$ cat src/rtl/seq_mult_hs_pkg.sv
// Shared definitions for the sequential shift-add multiplier: FSM state encodings
// and the default operand width.
package mult_pkg;

   localparam int MULT_WIDTH = 16;

   typedef enum logic [1:0] {
      ST_IDLE = 2'b00,
      ST_BUSY = 2'b01,
      ST_DONE = 2'b10
   } state_t;

endpackage

$ cat src/rtl/seq_mult_hs_if.sv
// Operand/result handshake bundle between a caller (master) and the multiplier (slave).
interface seq_mult_hs_if
   import mult_pkg::*;
   #(parameter int WIDTH = MULT_WIDTH) ();

   logic                 in_valid;
   logic                 in_ready;
   logic [WIDTH-1:0]     a;
   logic [WIDTH-1:0]     b;
   logic                 sgn;
   logic                 out_valid;
   logic                 out_ready;
   logic [2*WIDTH-1:0]   p;
   logic                 busy;

   modport master (
      output in_valid, a, b, sgn, out_ready,
      input  in_ready, out_valid, p, busy
   );

   modport slave (
      input  in_valid, a, b, sgn, out_ready,
      output in_ready, out_valid, p, busy
   );

endinterface

$ cat src/rtl/mult_shift_add_dp.sv
// Shift-add datapath: magnitude capture, (WIDTH+1)-bit accumulate with carry shift-in,
// and sign restoration on the final step. Sequenced by load/step/finish strobes.
module mult_shift_add_dp #(
   parameter int WIDTH = 16
) (
   input  logic                 clk,
   input  logic                 re_n,
   input  logic                 i_load,
   input  logic                 i_step,
   input  logic                 i_finish,
   input  logic [WIDTH-1:0]     i_a,
   input  logic [WIDTH-1:0]     i_b,
   input  logic                 i_sgn,
   output logic [2*WIDTH-1:0]   o_p
);

   logic [WIDTH-1:0]     r_mcand;
   logic [2*WIDTH-1:0]   r_acc;
   logic                 r_neg;

   logic [WIDTH-1:0]     w_magA;
   logic [WIDTH-1:0]     w_magB;
   logic [WIDTH:0]       w_sum;
   logic [2*WIDTH-1:0]   w_accNext;
   logic [2*WIDTH-1:0]   w_product;

   // Magnitudes stay WIDTH-bit unsigned, so the most negative operand maps to 2^(WIDTH-1) exactly
   assign w_magA = (i_sgn & i_a[WIDTH-1]) ? (~i_a) + WIDTH'(1) : i_a;
   assign w_magB = (i_sgn & i_b[WIDTH-1]) ? (~i_b) + WIDTH'(1) : i_b;

   // Upper half accumulates, lower half holds the not-yet-consumed multiplier bits
   assign w_sum     = {1'b0, r_acc[2*WIDTH-1:WIDTH]} + (r_acc[0] ? {1'b0, r_mcand} : '0);
   assign w_accNext = {w_sum, r_acc[WIDTH-1:1]};
   assign w_product = r_neg ? (~w_accNext) + (2*WIDTH)'(1) : w_accNext;

   always_ff @(posedge clk) begin
      if (!re_n) begin
         r_mcand <= '0;
         r_acc   <= '0;
         r_neg   <= 1'b0;
         o_p     <= '0;
      end else begin
         if (i_load) begin
            r_mcand <= w_magA;
            r_acc   <= {{WIDTH{1'b0}}, w_magB};
            r_neg   <= i_sgn & (i_a[WIDTH-1] ^ i_b[WIDTH-1]);
         end else if (i_step) begin
            r_acc   <= w_accNext;
         end
         if (i_finish) begin
            o_p <= w_product;
         end
      end
   end

endmodule

$ cat src/rtl/seq_mult_hs.sv
// Sequential multiplier top: IDLE/BUSY/DONE control, bit counter and handshakes around
// the shift-add datapath. Latency is exactly WIDTH cycles for every operand pair.
module seq_mult_hs
   import mult_pkg::*;
   #(parameter int WIDTH = MULT_WIDTH) (
   input  logic           clk,
   input  logic           re_n,
   seq_mult_hs_if.slave   bus
);

   localparam int CW = $clog2(WIDTH) + 1;

   state_t          r_state;
   state_t          w_nextState;
   logic [CW-1:0]   r_cnt;
   logic            w_load;
   logic            w_step;
   logic            w_finish;
   logic            w_lastBit;

   assign w_lastBit = (r_cnt == CW'(WIDTH - 1));

   always_ff @(posedge clk) begin
      if (!re_n) begin
         r_state <= ST_IDLE;
      end else begin
         r_state <= w_nextState;
      end
   end

   always_ff @(posedge clk) begin
      if (!re_n) begin
         r_cnt <= '0;
      end else if (w_load) begin
         r_cnt <= '0;
      end else if (w_step) begin
         r_cnt <= r_cnt + CW'(1);
      end
   end

   // The last BUSY cycle both steps and latches the result, so no extra cycle is spent
   always_comb begin
      w_nextState = r_state;
      w_load      = 1'b0;
      w_step      = 1'b0;
      w_finish    = 1'b0;
      case (r_state)
         ST_IDLE: begin
            if (bus.in_valid) begin
               w_load      = 1'b1;
               w_nextState = ST_BUSY;
            end
         end
         ST_BUSY: begin
            w_step = 1'b1;
            if (w_lastBit) begin
               w_finish    = 1'b1;
               w_nextState = ST_DONE;
            end
         end
         ST_DONE: begin
            if (bus.out_ready) begin
               w_nextState = ST_IDLE;
            end
         end
         default: begin
            w_nextState = ST_IDLE;
         end
      endcase
   end

   assign bus.in_ready  = (r_state == ST_IDLE);
   assign bus.out_valid = (r_state == ST_DONE);
   assign bus.busy      = (r_state == ST_BUSY) || (r_state == ST_DONE);

   mult_shift_add_dp #(.WIDTH(WIDTH)) u_dp (
      .clk      (clk),
      .re_n     (re_n),
      .i_load   (w_load),
      .i_step   (w_step),
      .i_finish (w_finish),
      .i_a      (bus.a),
      .i_b      (bus.b),
      .i_sgn    (bus.sgn),
      .o_p      (bus.p)
   );

endmodule

$ cat src/flat_wrapper.sv
// flat-port wrapper written by rule: the top's interface ports become plain ports
module seq_mult_hs_flat import mult_pkg::*;
#(parameter int WIDTH = MULT_WIDTH)
  (clk, re_n, bus_in_valid, bus_a, bus_b, bus_sgn, bus_out_ready, bus_in_ready, bus_out_valid, bus_p, bus_busy);
  seq_mult_hs_if #(.WIDTH(WIDTH)) bus_i ();
  input  logic clk;
  input  logic re_n;
  input wire logic [$bits(bus_i.in_valid)-1:0] bus_in_valid;
  input wire logic [$bits(bus_i.a)-1:0] bus_a;
  input wire logic [$bits(bus_i.b)-1:0] bus_b;
  input wire logic [$bits(bus_i.sgn)-1:0] bus_sgn;
  input wire logic [$bits(bus_i.out_ready)-1:0] bus_out_ready;
  output wire logic [$bits(bus_i.in_ready)-1:0] bus_in_ready;
  output wire logic [$bits(bus_i.out_valid)-1:0] bus_out_valid;
  output wire logic [$bits(bus_i.p)-1:0] bus_p;
  output wire logic [$bits(bus_i.busy)-1:0] bus_busy;
  assign bus_i.in_valid = bus_in_valid;
  assign bus_i.a = bus_a;
  assign bus_i.b = bus_b;
  assign bus_i.sgn = bus_sgn;
  assign bus_i.out_ready = bus_out_ready;
  assign bus_in_ready = bus_i.in_ready;
  assign bus_out_valid = bus_i.out_valid;
  assign bus_p = bus_i.p;
  assign bus_busy = bus_i.busy;
  seq_mult_hs #(.WIDTH(WIDTH)) u_core (.clk(clk), .re_n(re_n), .bus(bus_i));
endmodule
$ cat config.mk
export PLATFORM = sky130hd
export DESIGN_NAME = seq_mult_hs_flat
export DESIGN_NICKNAME = d
export VERILOG_FILES = /design/src/rtl/seq_mult_hs_pkg.sv /design/src/rtl/seq_mult_hs_if.sv /design/src/rtl/mult_shift_add_dp.sv /design/src/rtl/seq_mult_hs.sv /design/src/flat_wrapper.sv
export SDC_FILE = /design/constraint.sdc
export NUM_CORES = 1
export LEC_CHECK = 0
export BUFFER_PORTS_ARGS = -buffer_cell sky130_fd_sc_hd__buf_4
export CAP_MARGIN = 10
export CORE_UTILIZATION = 30
export DETAILED_ROUTE_END_ITERATION = 6
export GPL_ROUTABILITY_DRIVEN = 0
export PLACE_DENSITY_LB_ADDON = 0.2
export SETUP_SLACK_MARGIN = 0.02
export SLEW_MARGIN = 30
export SYNTH_ARGS = -nofsm -noshare
export SYNTH_HDL_FRONTEND = slang
export SYNTH_SLANG_ARGS = --single-unit
$ cat constraint.sdc
create_clock -name clk -period 3.2 [get_ports clk]
set_input_delay 0.32 -clock clk [delete_from_list [all_inputs] [get_ports clk]]
set_output_delay 0.32 -clock clk [all_outputs]
set_load 0.02 [all_outputs]
* After elaboration in Yosys (flattened, before gate mapping)
Index checks and enable logic that the tools add are counted.
** Storage, ports and cells
- Output and inout port bits :: 35
- Register bits after elaboration :: 88
- Bits of input ports :: 37
** Operators by class
- Bitwise operators :: 8
- Equality and inequality tests :: 6
- Add/sub/neg operators :: 5
- Multiplexer cells :: 15
- Reduce and logical (&&, ||, !) cells :: 5
** Operators by type and width (number)
- $mux W16 :: 5
- $add A16 B1 Y16 const B :: 2
- $add A32 B1 Y32 const B :: 1
- $mux W32 :: 1
- $not A16 Y16 :: 2
- $not A32 Y32 :: 1
- $add A16 B16 Y17 :: 1
- $mux W2 :: 3
- $pmux W2 S3 :: 1
- $add A5 B1 Y5 const B :: 1
- $eq A5 B4 Y1 const B :: 1
- $mux W1 :: 5
- $ne A2 B2 Y1 const B :: 2
- $and A1 B1 Y1 :: 3
- $reduce_and A3 Y1 :: 1
- $eq A2 B1 Y1 const B :: 1
- $eq A2 B2 Y1 const B :: 1
- $logic_not A2 Y1 :: 1
- $ne A2 B1 Y1 const B :: 1
- $reduce_bool A2 Y1 :: 1
- $reduce_or A2 Y1 :: 1
- $logic_or A1 B1 Y1 :: 1
- $not A1 Y1 :: 1
- $xor A1 B1 Y1 :: 1

* Depth between registers and ports, before layout
Gate-level depths: netlist of the first run.
- Depth after elaboration :: 5
- Gate-level depth with buffers :: 12
- Mapped depth without buffers :: 11

* Modules after synthesis
From an unflattened synthesis of the first run, not the netlist that was laid out.
** Second synthesis, totals
- Cell total of the unflattened synthesis :: 690
- Area, all modules :: 5774.3 um2
** By module, submodules not included
- mult_shift_add_dp :: instances 1, cells an instance 647, area each 5381.4 um2, sequential area each 1621.6 um2
- seq_mult_hs :: instances 1, cells an instance 43, area each 392.9 um2, sequential area each 140.1 um2

* Least setup slack after synthesis of the first run
Ideal clock, no wire load.
- Kind :: register -> register
- From :: register u_core.u_dp.r_acc[0]
- To :: register u_core.u_dp.o_p[29]
- Buffers on the path :: 1
- Arrival :: 3.002 ns
- Stages on the path, launching flop included :: 13
- Slack :: 0.083 ns
- Path through :: dfxtp_1 clkbuf_1 and2_1 ha_1 fa_1 a211oi_2 o21ai_2 a221o_1 nand3b_4 nor4_2 a31oi_1 xnor2_1 a31o_1
** Between the ends
- Longest elaborated chain between the ends :: 5
** RTL lines
- start, declared :: line mult_shift_add_dp.sv:18 : logic [2*WIDTH-1:0] r_acc;
- start signal, assigned :: line mult_shift_add_dp.sv:45 : r_acc <= {{WIDTH{1'b0}}, w_magB};
- start signal, assigned :: line mult_shift_add_dp.sv:48 : r_acc <= w_accNext;
- $mux W16 * :: line mult_shift_add_dp.sv:32 : assign w_sum = {1'b0, r_acc[2*WIDTH-1:WIDTH]} + (r_acc[0] ? {1'b0, r_mcand} : '0);
- $add A16 B16 Y17 * :: line mult_shift_add_dp.sv:32
- $not A32 Y32 :: line mult_shift_add_dp.sv:34 : assign w_product = r_neg ? (~w_accNext) + (2*WIDTH)'(1) : w_accNext;
- $add A32 B1 Y32 :: line mult_shift_add_dp.sv:34
- $mux W32 * :: line mult_shift_add_dp.sv:34
- end signal, assigned :: line mult_shift_add_dp.sv:51 : o_p <= w_product;
- end, declared :: line mult_shift_add_dp.sv:14 : output logic [2*WIDTH-1:0] o_p
Mark *: on every way between the ends. The rest lies on a longest branch, timed or not.
A chain may end at the register's enable or synchronous reset.

* Final worst setup path of the first run
- From :: register u_core.u_dp.r_acc[0]
- To :: register u_core.u_dp.o_p[30]
Same word-level chain as after synthesis.

==> results.py, run 1 <==
metrics = {
    "outcome": {
        "status": "complete, but fails checks",
        "violations": "DRC",
    },
    "cells_and_area": {
        "num-fill-cells": 1879,
        "seq_area_um2": 1760,
        "layout-drive-gt1-share_pct": 19.1,
        "synthToLayoutAreaGrowth_pct": 22.2,
        "multi_input_comb_area_um2": 3740,
        "antenna_cells": 0,
        "nets": 817,
    },
    "logic_synthesis": {
        "synth_top_area_cell": "dfxtp_1",
        "yosysTopAreaCellShare_pct": 31.4,
        "async_reset_ff_share_pct": 0,
        "synth_cell_type_count": 67,
        "syn_inst": 690,
        "ys_seq_area_share_pct": 31.4,
        "synthFlopType": "dfxtp_1",
        "syn_nets": 752,
        "synth_area_leaders": "dfxtp_1 (31%), a211oi_1 (7.4%), nor2_1 (5.8%)",
        "synth_most_common_cell": "dfxtp_1",
        "yosysWarningCount": 0,
        "synth-edff-count": 0,
        "syn-cell-area_um2": 5610,
        "syn_area_per_cell_um2": 8.13,
        "yosys_register_bits": 88,
        "synth_commonest_cells": "dfxtp_1 (88), nor2_1 (87), a211oi_1 (55)",
    },
    "timing": {
        "clock-skew-final_ns": 0.00684,
        "final.setup.worst_slack_ns": 0.137,
        "tightest_slew_ns": 0.548,
        "clock.fmax_mhz": 326,
        "relSlewSlack_pct": 63.2,
        "setup_viol": 0,
        "slew_viol_final": 0,
        "tns_ns": 0,
        "fin_crit_sh_pct": 95.7,
        "finalHoldViolCount": 0,
        "period_minus_slack_ns": 3.06,
    },
    "worst_setup_path": {
        "endpoint_kind": "flip-flop",
        "r2r-start": "u_core.u_dp.r_acc[0]",
        "startpoint_type": "flip-flop",
        "rrSetupSlack_ns": 0.14,
        "critPathKind": "flip-flop to flip-flop",
        "worst_r2r_endpoint": "u_core.u_dp.o_p[30]",
        "cp_max_fo": 4,
        "timing.critical_path.required_ns": 3.41,
        "rr_worst_depth": 11,
        "worstPathArrival_ns": 3.27,
    },
    "place": {
        "io_buffers": 71,
        "dpl.hpwl_um": 11600,
        "dpl_worst_slack_ns": 0.0500,
    },
    "die": {
        "coreArea_um2": 18100,
        "fp-row-count": 49,
        "die_width_um": 139,
        "die_h_um": 139,
        "io_pins": 72,
        "initial_utilization_pct": 30.9,
        "dieArea_um2": 19200,
    },
    "drt": {
        "m1WireLength_um": 8100,
        "antenna_left": 0,
        "drt-initial-drc-count": 286,
        "vias_per_cell": 5.22,
        "route.detailed.drc": 4,
        "wl_um": 15200,
        "firstDrtPassIters": 7,
        "post_drt_wl_per_cell_um": 15.3,
        "wl_met3_um": 541,
        "wl_met2_um": 6320,
        "vias": 5159,
        "top_layer": "met4",
    },
    "clock_network": {
        "path_clk_slew_ns": 0.06,
        "clock_sinks": 88,
        "cts_buffers": 9,
        "cts_htree_levels": 3,
        "insertion_delay_ns": 0.35,
        "cts_buffer_depth": 2,
        "cts.hold.buffers_added": 0,
        "cts-root-buf": "clkbuf_16",
        "cts_tree": "done",
    },
    "power_and_ir_drop": {
        "vdd_drop_max_v": 0.000235,
        "leakage_nw": 2.62,
        "powerDensity_nw_per_um2": 444,
    },
    "grt": {
        "grt_pass1_vias": 4784,
        "grt_max_degree": 46,
        "grt_pass1_wl_um": 24800,
        "grt_usage_pct": 16.0,
        "overflow": 0,
        "antenna_found_initial": 0,
    },
    "min_path": {
        "min-delay-start": "bus_b[15]",
        "whs_endpoint": "u_core.u_dp.r_acc[15]",
        "hold_depth": 3,
        "hold_path.class": "input pin to flip-flop",
    },
    "flow_run": {
        "maxCapViolations": 0,
    },
}
==> kinds of logic after synthesis <==
| logic type | count (synthesis) | share of synthesized area (%) |
|---|---|---|
| buf+inv | 58 | 3.93 |
| xor+xnor | 53 | 8.28 |
| flops | 88 | 31.4 |
| compound gates | 204 | 25.3 |
| simple gates | 241 | 21.7 |
| fa+ha+maj | 25 | 5.71 |
| mux | 21 | 3.75 |
==> state kept, by name (all words and copies together) (netlist names) <==
signal,count
u_core.u_dp.r_neg,1
u_core.r_cnt,5
u_core.u_dp.r_mcand,16
u_core.u_dp.o_p,32
u_core.u_dp.r_acc,32
u_core.r_state,2
==> what timing repair did <==
action                     in CTS  in global routing
setup endpoints to repair       0                 10
resized for setup               0                 25
setup buffers                   0                  2
==> report_power, final <==
group | internal (W) | switching [W]
combinational | 0.000327 | 0.000467
sequential | 0.00117 | 0.0000904
clock | 0.000546 | 0.000442
==> worst max-delay path by stage <==
| stage | from | end | slack (ns) | depth (start not counted) |
|---|---|---|---|---|
| after global placement | u_core.u_dp.r_acc[0] | u_core.u_dp.o_p[29] | 0.13 | 11 |
| final | u_core.u_dp.r_acc[0] | u_core.u_dp.o_p[30] | 0.14 | 11 |
| after floorplan | u_core.u_dp.r_acc[0] | u_core.u_dp.o_p[29] | 0.08 | 12 |
| after detailed placement | u_core.u_dp.r_acc[0] | u_core.u_dp.o_p[29] | 0.05 | 11 |
| after global routing | u_core.u_dp.r_acc[0] | u_core.u_dp.o_p[30] | -0.002 | 11 |
| after CTS | u_core.u_dp.r_acc[0] | u_core.u_dp.o_p[29] | 0.04 | 11 |
==> layout make-up <==
type                            instances  area share (%)
Clock buffer                           11            3.54
Sequential cell                        88            25.7
Inverter                               19            1.04
Tap cell                              229            4.18
Multi-Input combinational cell        544            54.6
Clock inverter                          5           0.475
Timing Repair Buffer                   93            10.4
==> per-layer routing <==
metal	GRT usage, %	vias to the layer above
li1	-	2654
met1	23.6	2392
met2	23.7	98
met3	2.31	15
met4	5.20	0
met5	0	-
==> critical path, cell delays in order (launching register included) <==
cell	delay [ns]
dfxtp_2	0.33
and2_4	0.16
ha_4	0.16
fa_2	0.41
a211oi_4	0.31
o21ai_4	0.10
a221o_1	0.38
nand3b_4	0.20
nor4_4	0.38
a41oi_2	0.19
xnor2_1	0.22
a21oi_1	0.08
==> cell usage in the layout, fill, tap and decap left out, types with 12 or more instances in the layout <==
master / n
buf_4: 91
dfxtp_1: 87
nor2_1: 86
a211oi_1: 55
nand2_1: 53
a21oi_1: 45
xor2_1: 35
o21ai_0: 32
mux2i_1: 21
ha_1: 20
inv_1: 17
and2_1: 16
xnor2_1: 16
o31ai_1: 12
a311oi_1: 12
==> stage by stage <==
stage | instance area (um2) | hold WS (ns) | cells | power [W] | utilization (%)
after global placement | 6450 | 0.444 | 971 | 0.00204 | 35.5
after detailed placement | 6450 | 0.448 | 971 | 0.00206 | 35.5
final | 6850 | 0.261 | 989 | 0.00304 | 37.8
after floorplan | 5610 | 0.427 | 690 | 0.00181 | -
after CTS | 6720 | 0.249 | 987 | 0.00305 | 37.0
after global routing | 6850 | 0.269 | 989 | 0.00322 | 37.8
Note: power is estimated with default switching activity, not from simulation.
==> run 2, diff against run 1 <==
--- a/config.mk
+++ b/config.mk
@@ -15,4 +15,5 @@
 export SLEW_MARGIN = 30
 export SYNTH_ARGS = -nofsm -noshare
 export SYNTH_HDL_FRONTEND = slang
+export SYNTH_HIERARCHICAL = 1
 export SYNTH_SLANG_ARGS = --single-unit
==> constraint.sdc (replaced) <==
create_clock -name clk -period 3.2 [get_ports clk]
set_input_delay 0.16 -clock clk [delete_from_list [all_inputs] [get_ports clk]]
set_output_delay 0.16 -clock clk [all_outputs]
set_load 0.02 [all_outputs]
==> run 2 against run 1 <==
The run now ends clean. Core utilization is 0.72 points higher. Register-to-register slack worse by 0.03 ns. First-iteration DRC count is 9.8% lower. Final area is 5.4% higher. Global-route usage is 0.24 points lower. Via count is 1.9% higher. Die area is 2.9% higher. Worst hold slack worse by 0.17 ns. Sequential power is 9.5% higher. Critical endpoint is now u_core/u_dp/o_p[30]. Highest routed layer unchanged.
==> results.py, run 2 <==
metrics = {
    "drt": {
        "firstDrtPassIters": 5,
        "vias": 5259,
        "route.detailed.drc": 0,
        "vias_per_cell": 5.16,
        "antenna_left": 0,
        "wl_um": 15600,
        "drt-initial-drc-count": 258,
        "post_drt_wl_per_cell_um": 15.3,
    },
    "clock_network": {
        "insertion_delay_ns": 0.35,
        "cts-root-buf": "clkbuf_16",
        "cts_htree_levels": 3,
        "path_clk_slew_ns": 0.06,
        "cts_buffer_depth": 2,
        "clock_sinks": 88,
        "cts_tree": "done",
        "cts.hold.buffers_added": 0,
        "cts_buffers": 9,
    },
    "min_path": {
        "hold_depth": 3,
        "hold_path.class": "input pin to flip-flop",
        "whs_endpoint": "u_core/u_dp/r_acc[15]",
        "min-delay-start": "bus_b[15]",
    },
    "worst_setup_path": {
        "worstPathArrival_ns": 3.32,
        "timing.critical_path.required_ns": 3.43,
        "startpoint_type": "flip-flop",
        "r2r-start": "u_core/u_dp/r_acc[0]",
        "cp_max_fo": 6,
        "endpoint_kind": "flip-flop",
        "worst_r2r_endpoint": "u_core/u_dp/o_p[30]",
        "critPathKind": "flip-flop to flip-flop",
        "rr_worst_depth": 12,
        "rrSetupSlack_ns": 0.11,
    },
    "logic_synthesis": {
        "syn-cell-area_um2": 5770,
        "async_reset_ff_share_pct": 0,
        "synth_top_area_cell": "dfxtp_1",
        "synthFlopType": "dfxtp_1",
        "synth_area_leaders": "dfxtp_1 (31%), a211oi_1 (7.7%), nor2_1 (5.9%)",
        "syn_nets": 753,
        "syn_inst": 690,
        "yosysWarningCount": 6,
        "yosys_register_bits": 88,
        "ys_seq_area_share_pct": 30.5,
        "synth-edff-count": 0,
        "synth_commonest_cells": "nor2_1 (90), dfxtp_1 (88), a211oi_1 (59)",
        "synth_most_common_cell": "nor2_1",
        "synth_cell_type_count": 69,
        "yosysTopAreaCellShare_pct": 30.5,
        "syn_area_per_cell_um2": 8.37,
    },
    "place": {
        "io_buffers": 71,
        "dpl.hpwl_um": 11800,
        "dpl.cell_count": 1000,
    },
    "die": {
        "coreArea_um2": 18800,
        "fp-row-count": 50,
        "initial_utilization_pct": 30.8,
        "die_width_um": 141,
        "io_pins": 72,
        "die_h_um": 141,
        "dieArea_um2": 19800,
    },
    "cells_and_area": {
        "seq_area_um2": 1770,
        "stdcell_count": 1019,
        "layout_commonest_cell": "buf_4",
        "final_cell_mix": "buf_4 (115), nor2_1 (90), dfxtp_1 (87)",
        "multi_input_comb_area_um2": 3900,
        "layout-drive-gt1-share_pct": 23.4,
        "synthToLayoutAreaGrowth_pct": 25.1,
        "antenna_cells": 0,
        "top_regs": "u_core/u_dp/o_p (32), u_core/u_dp/r_acc (32), u_core/u_dp/r_mcand (16)",
        "nets": 843,
        "num-fill-cells": 1909,
    },
    "grt": {
        "grt_pass1_wl_um": 25000,
        "grt_max_degree": 63,
        "grt_pass1_vias": 4973,
        "overflow": 0,
        "antenna_found_initial": 0,
        "grt_usage_pct": 15.8,
    },
    "timing": {
        "period_minus_slack_ns": 3.09,
        "tns_ns": 0,
        "clock-skew-final_ns": 0.00689,
        "tightest_slew_ns": 0.838,
        "finalHoldViolCount": 0,
        "setup_viol": 0,
        "rsz0062_at_grt": "yes",
        "slew_viol_final": 0,
        "clock.fmax_mhz": 324,
        "fin_crit_sh_pct": 96.6,
        "relSlewSlack_pct": 44.1,
    },
    "power_and_ir_drop": {
        "powerDensity_nw_per_um2": 550,
        "vdd_drop_max_v": 0.000279,
        "leakage_nw": 2.82,
    },
    "outcome": {
        "status": "complete, no violations",
    },
    "flow_run": {
        "maxCapViolations": 0,
    },
}
## run 2: changes by cell type after synthesis, moves of 9 or more
cell and delta:
mux2i_1 +9, nor2b_1 +10, xnor2_1 +9, a21oi_1 -30, nand2_1 -17
## run 2: worst max path at each step
stage | start | to | slack (ns)
floorplan | u_core/u_dp/r_acc[0] | u_core/u_dp/o_p[29] | 0.04
CTS | u_core/u_dp/r_acc[0] | u_core/u_dp/o_p[29] | 0.03
finish | u_core/u_dp/r_acc[0] | u_core/u_dp/o_p[30] | 0.11
detailed placement | u_core/u_dp/r_acc[0] | u_core/u_dp/o_p[27] | -0.09
global placement | u_core/u_dp/r_acc[0] | u_core/u_dp/o_p[30] | -0.01
global route | u_core/u_dp/r_acc[0] | u_core/u_dp/o_p[25] | -0.03
## run 2: area by class of cell
type / count / area share (%)
Sequential cell: 88 / 24.4
Clock inverter: 4 / 0.728
Timing Repair Buffer: 117 / 12.2
Tap cell: 234 / 4.05
Multi-Input combinational cell: 541 / 54.0
Clock buffer: 12 / 3.41
Inverter: 23 / 1.20
## run 2: timing repair
item | in CTS | in global routing
pin swaps | 0 | 2
setup endpoints to repair | 7 | 7
resized for setup | 2 | 39
buffers inserted | 0 | 3
hold endpoints to repair | 0 | 0
## run 2: per-stage QoR
| step | power (W) | util, % | hold WS [ns] | setup slack (ns) | instance area, um2 |
|---|---|---|---|---|---|
| 2_1_floorplan | 0.00241 | - | 0.298 | 0.0440 | 5780 |
| 3_3_place_gp | 0.00283 | 35.8 | 0.438 | -0.0138 | 6720 |
| 3_5_place_dp | 0.00286 | 35.8 | 0.445 | -0.0928 | 6720 |
| 4_1_cts | 0.00395 | 37.4 | 0.0770 | 0.0252 | 7020 |
| 5_1_grt | 0.00423 | 38.5 | 0.109 | -0.0336 | 7220 |
| 6_report | 0.00398 | 38.5 | 0.0860 | 0.110 | 7220 |
## run 2: kinds of logic after synthesis
| family | Yosys count | share of synthesized area (%) |
|---|---|---|
| adders and majority gates | 26 | 5.76 |
| buffers and inverters | 61 | 5.09 |
| DFF | 88 | 30.5 |
| muxes | 31 | 5.40 |
| AOI/OAI and AO/OA | 176 | 22.4 |
| xor gates and xnor gates | 59 | 8.95 |
| and+or+nand+nor | 249 | 21.9 |
## run 2: critical path, cell delays in order, from the launching register on
cell       delay, ns
dfxtp_4         0.36
clkbuf_2        0.13
and2_4          0.17
ha_1            0.30
buf_4           0.15
o2111a_2        0.15
or4_4           0.53
nand3_1         0.11
nand4_1         0.18
buf_4           0.21
nor4_2          0.28
nor3b_1         0.09
a2111oi_1       0.31
## run 2: power by group
group / leakage (nW) / internal, W / switching (W)
combinational: 1.95 / 0.000654 / 0.000874
clock: 0.147 / 0.000630 / 0.000438
sequential: 0.717 / 0.00123 / 0.000146
## run 2: per-layer routing
metal / track usage [%] / up-vias / wire, um
met5: 0 / - / 0
met4: 4.23 / 0 / 120
met3: 3.19 / 6 / 565
met2: 23.9 / 95 / 6710
met1: 22.5 / 2448 / 8230
li1: - / 2710 / -
==> run 3, diff against run 2 <==
--- a/config.mk
+++ b/config.mk
@@ -10,9 +10,10 @@
 export CORE_UTILIZATION = 30
 export DETAILED_ROUTE_END_ITERATION = 6
 export GPL_ROUTABILITY_DRIVEN = 0
+export MAX_ROUTING_LAYER = met4
 export PLACE_DENSITY_LB_ADDON = 0.2
 export SETUP_SLACK_MARGIN = 0.02
-export SLEW_MARGIN = 30
+export SLEW_MARGIN = 20
 export SYNTH_ARGS = -nofsm -noshare
 export SYNTH_HDL_FRONTEND = slang
 export SYNTH_HIERARCHICAL = 1
==> run 3 against run 2 <==
Register-to-register slack hardly changed. First-iteration DRC count up 4.3%. Global-route usage increased by 0.48 points. Highest routed layer unchanged.
==> results.py, run 3 (synthesis gave the netlist of run 2 again) <==
metrics = {
    "outcome": {
        "status": "complete, no violations",
    },
    "timing": {
        "relSlewSlack_pct": 43.3,
        "finalHoldViolCount": 0,
        "final.setup.worst_slack_ns": 0.112,
        "clock-skew-final_ns": 0.00624,
        "slew_viol_final": 0,
        "fin_crit_sh_pct": 96.5,
        "setup_viol": 0,
        "rsz0062_at_grt": "yes",
        "period_minus_slack_ns": 3.09,
        "clock.fmax_mhz": 324,
        "tightest_slew_ns": 0.850,
    },
    "worst_setup_path": {
        "cp_max_fo": 6,
        "critPathKind": "flip-flop to flip-flop",
        "timing.critical_path.required_ns": 3.43,
        "startpoint_type": "flip-flop",
        "worstPathArrival_ns": 3.32,
        "rrSetupSlack_ns": 0.11,
        "endpoint_kind": "flip-flop",
    },
    "place": {
        "dpl.hpwl_um": 11800,
        "io_buffers": 71,
        "dpl_worst_slack_ns": -0.0928,
    },
    "grt": {
        "grt_usage_pct": 16.2,
        "overflow": 0,
        "grt_pass1_vias": 4981,
        "grt_pass1_wl_um": 25000,
        "grt_max_degree": 63,
        "antenna_found_initial": 0,
    },
    "drt": {
        "firstDrtPassIters": 5,
        "drt-initial-drc-count": 269,
        "route.detailed.drc": 0,
        "vias": 5263,
        "post_drt_wl_per_cell_um": 15.3,
        "antenna_left": 0,
        "wl_um": 15600,
        "vias_per_cell": 5.16,
    },
    "cells_and_area": {
        "nets": 843,
        "seq_area_um2": 1770,
        "multi_input_comb_area_um2": 3900,
        "layout_commonest_cell": "buf_4",
        "num-fill-cells": 1909,
        "antenna_cells": 0,
        "layout-drive-gt1-share_pct": 23.4,
        "top_regs": "u_core/u_dp/o_p (32), u_core/u_dp/r_acc (32), u_core/u_dp/r_mcand (16)",
        "synthToLayoutAreaGrowth_pct": 25.1,
        "final_cell_mix": "buf_4 (115), nor2_1 (90), dfxtp_1 (87)",
    },
    "die": {
        "io_pins": 72,
        "dieArea_um2": 19800,
        "fp-row-count": 50,
        "die_width_um": 141,
        "die_h_um": 141,
        "initial_utilization_pct": 30.8,
        "coreArea_um2": 18800,
    },
    "clock_network": {
        "cts_buffers": 9,
        "path_clk_slew_ns": 0.06,
        "cts_tree": "done",
        "cts_buffer_depth": 2,
        "cts.hold.buffers_added": 0,
        "cts_htree_levels": 3,
        "cts-root-buf": "clkbuf_16",
        "clock_sinks": 88,
        "insertion_delay_ns": 0.35,
    },
    "power_and_ir_drop": {
        "p_total_w": 0.00397,
        "vdd_drop_max_v": 0.000279,
        "leakage_nw": 2.82,
        "powerDensity_nw_per_um2": 550,
    },
    "min_path": {
        "hold_path.class": "input pin to flip-flop",
    },
    "flow_run": {
        "maxCapViolations": 0,
    },
}
## run 3: stage by stage
| stage | hold WS [ns] | cells | cell area [um2] | util (%) | TNS [ns] |
|---|---|---|---|---|---|
| after floorplan | 0.298 | 690 | 5780 | - | 0 |
| after global placement | 0.438 | 1000 | 6720 | 35.8 | -0.0138 |
| after detailed placement | 0.445 | 1000 | 6720 | 35.8 | -0.342 |
| after CTS | 0.0770 | 1016 | 7020 | 37.4 | 0 |
| after global routing | 0.109 | 1019 | 7220 | 38.5 | -0.0517 |
| final | 0.0887 | 1019 | 7220 | 38.5 | 0 |
## run 3: path summary, 6_finish.rpt
kind / start / end / depth (start not counted)
hold reg to reg: u_core/u_dp/r_mcand[15] / u_core/u_dp/r_mcand[15] / 2
setup / recovery: u_core/u_dp/r_acc[0] / u_core/u_dp/o_p[30] / 12
setup reg to reg: u_core/u_dp/r_acc[0] / u_core/u_dp/o_p[30] / 12
hold / removal: bus_a[0] / u_core/u_dp/r_mcand[0] / 3
## run 3: repair_timing
item                                    in CTS  in global routing
endpoints found under the setup margin       7                  7
gates resized for setup                      2                 39
pin swaps                                    0                  2
endpoints found under the hold margin        0                  0
buffers inserted                             0                  3
## run 3: power by group
part	switching (W)	leakage, nW	total [W]	internal [W]
combinational	0.000870	1.95	0.00152	0.000654
sequential	0.000146	0.717	0.00138	0.00123
clock	0.000436	0.147	0.00107	0.000630
## run 3: final cells by class
type / count / share of cell area (%)
Clock buffer: 12 / 3.41
Clock inverter: 4 / 0.728
Inverter: 23 / 1.20
Multi-Input combinational cell: 541 / 54.0
Sequential cell: 88 / 24.4
Tap cell: 234 / 4.05
Timing Repair Buffer: 117 / 12.2
## run 3: worst max-delay path, stage by stage (launching register included)
cell	delay, ns
dfxtp_4	0.36
clkbuf_2	0.13
and2_4	0.17
ha_1	0.30
buf_4	0.15
o2111a_2	0.15
or4_4	0.53
nand3_1	0.11
nand4_1	0.18
buf_4	0.21
nor4_2	0.28
nor3b_1	0.09
a2111oi_1	0.30
## run 3: per-layer routing
layer | routed length, um | part of all wire, % | vias up | GRT usage [%]
met2 | 6670 | 43 | 106 | 23.9
met5 | 0 | 0 | - | -
met1 | 8140 | 52 | 2445 | 22.6
met3 | 655 | 4.2 | 6 | 3.06
met4 | 123 | 0.79 | 0 | 4.23
li1 | - | - | 2706 | -
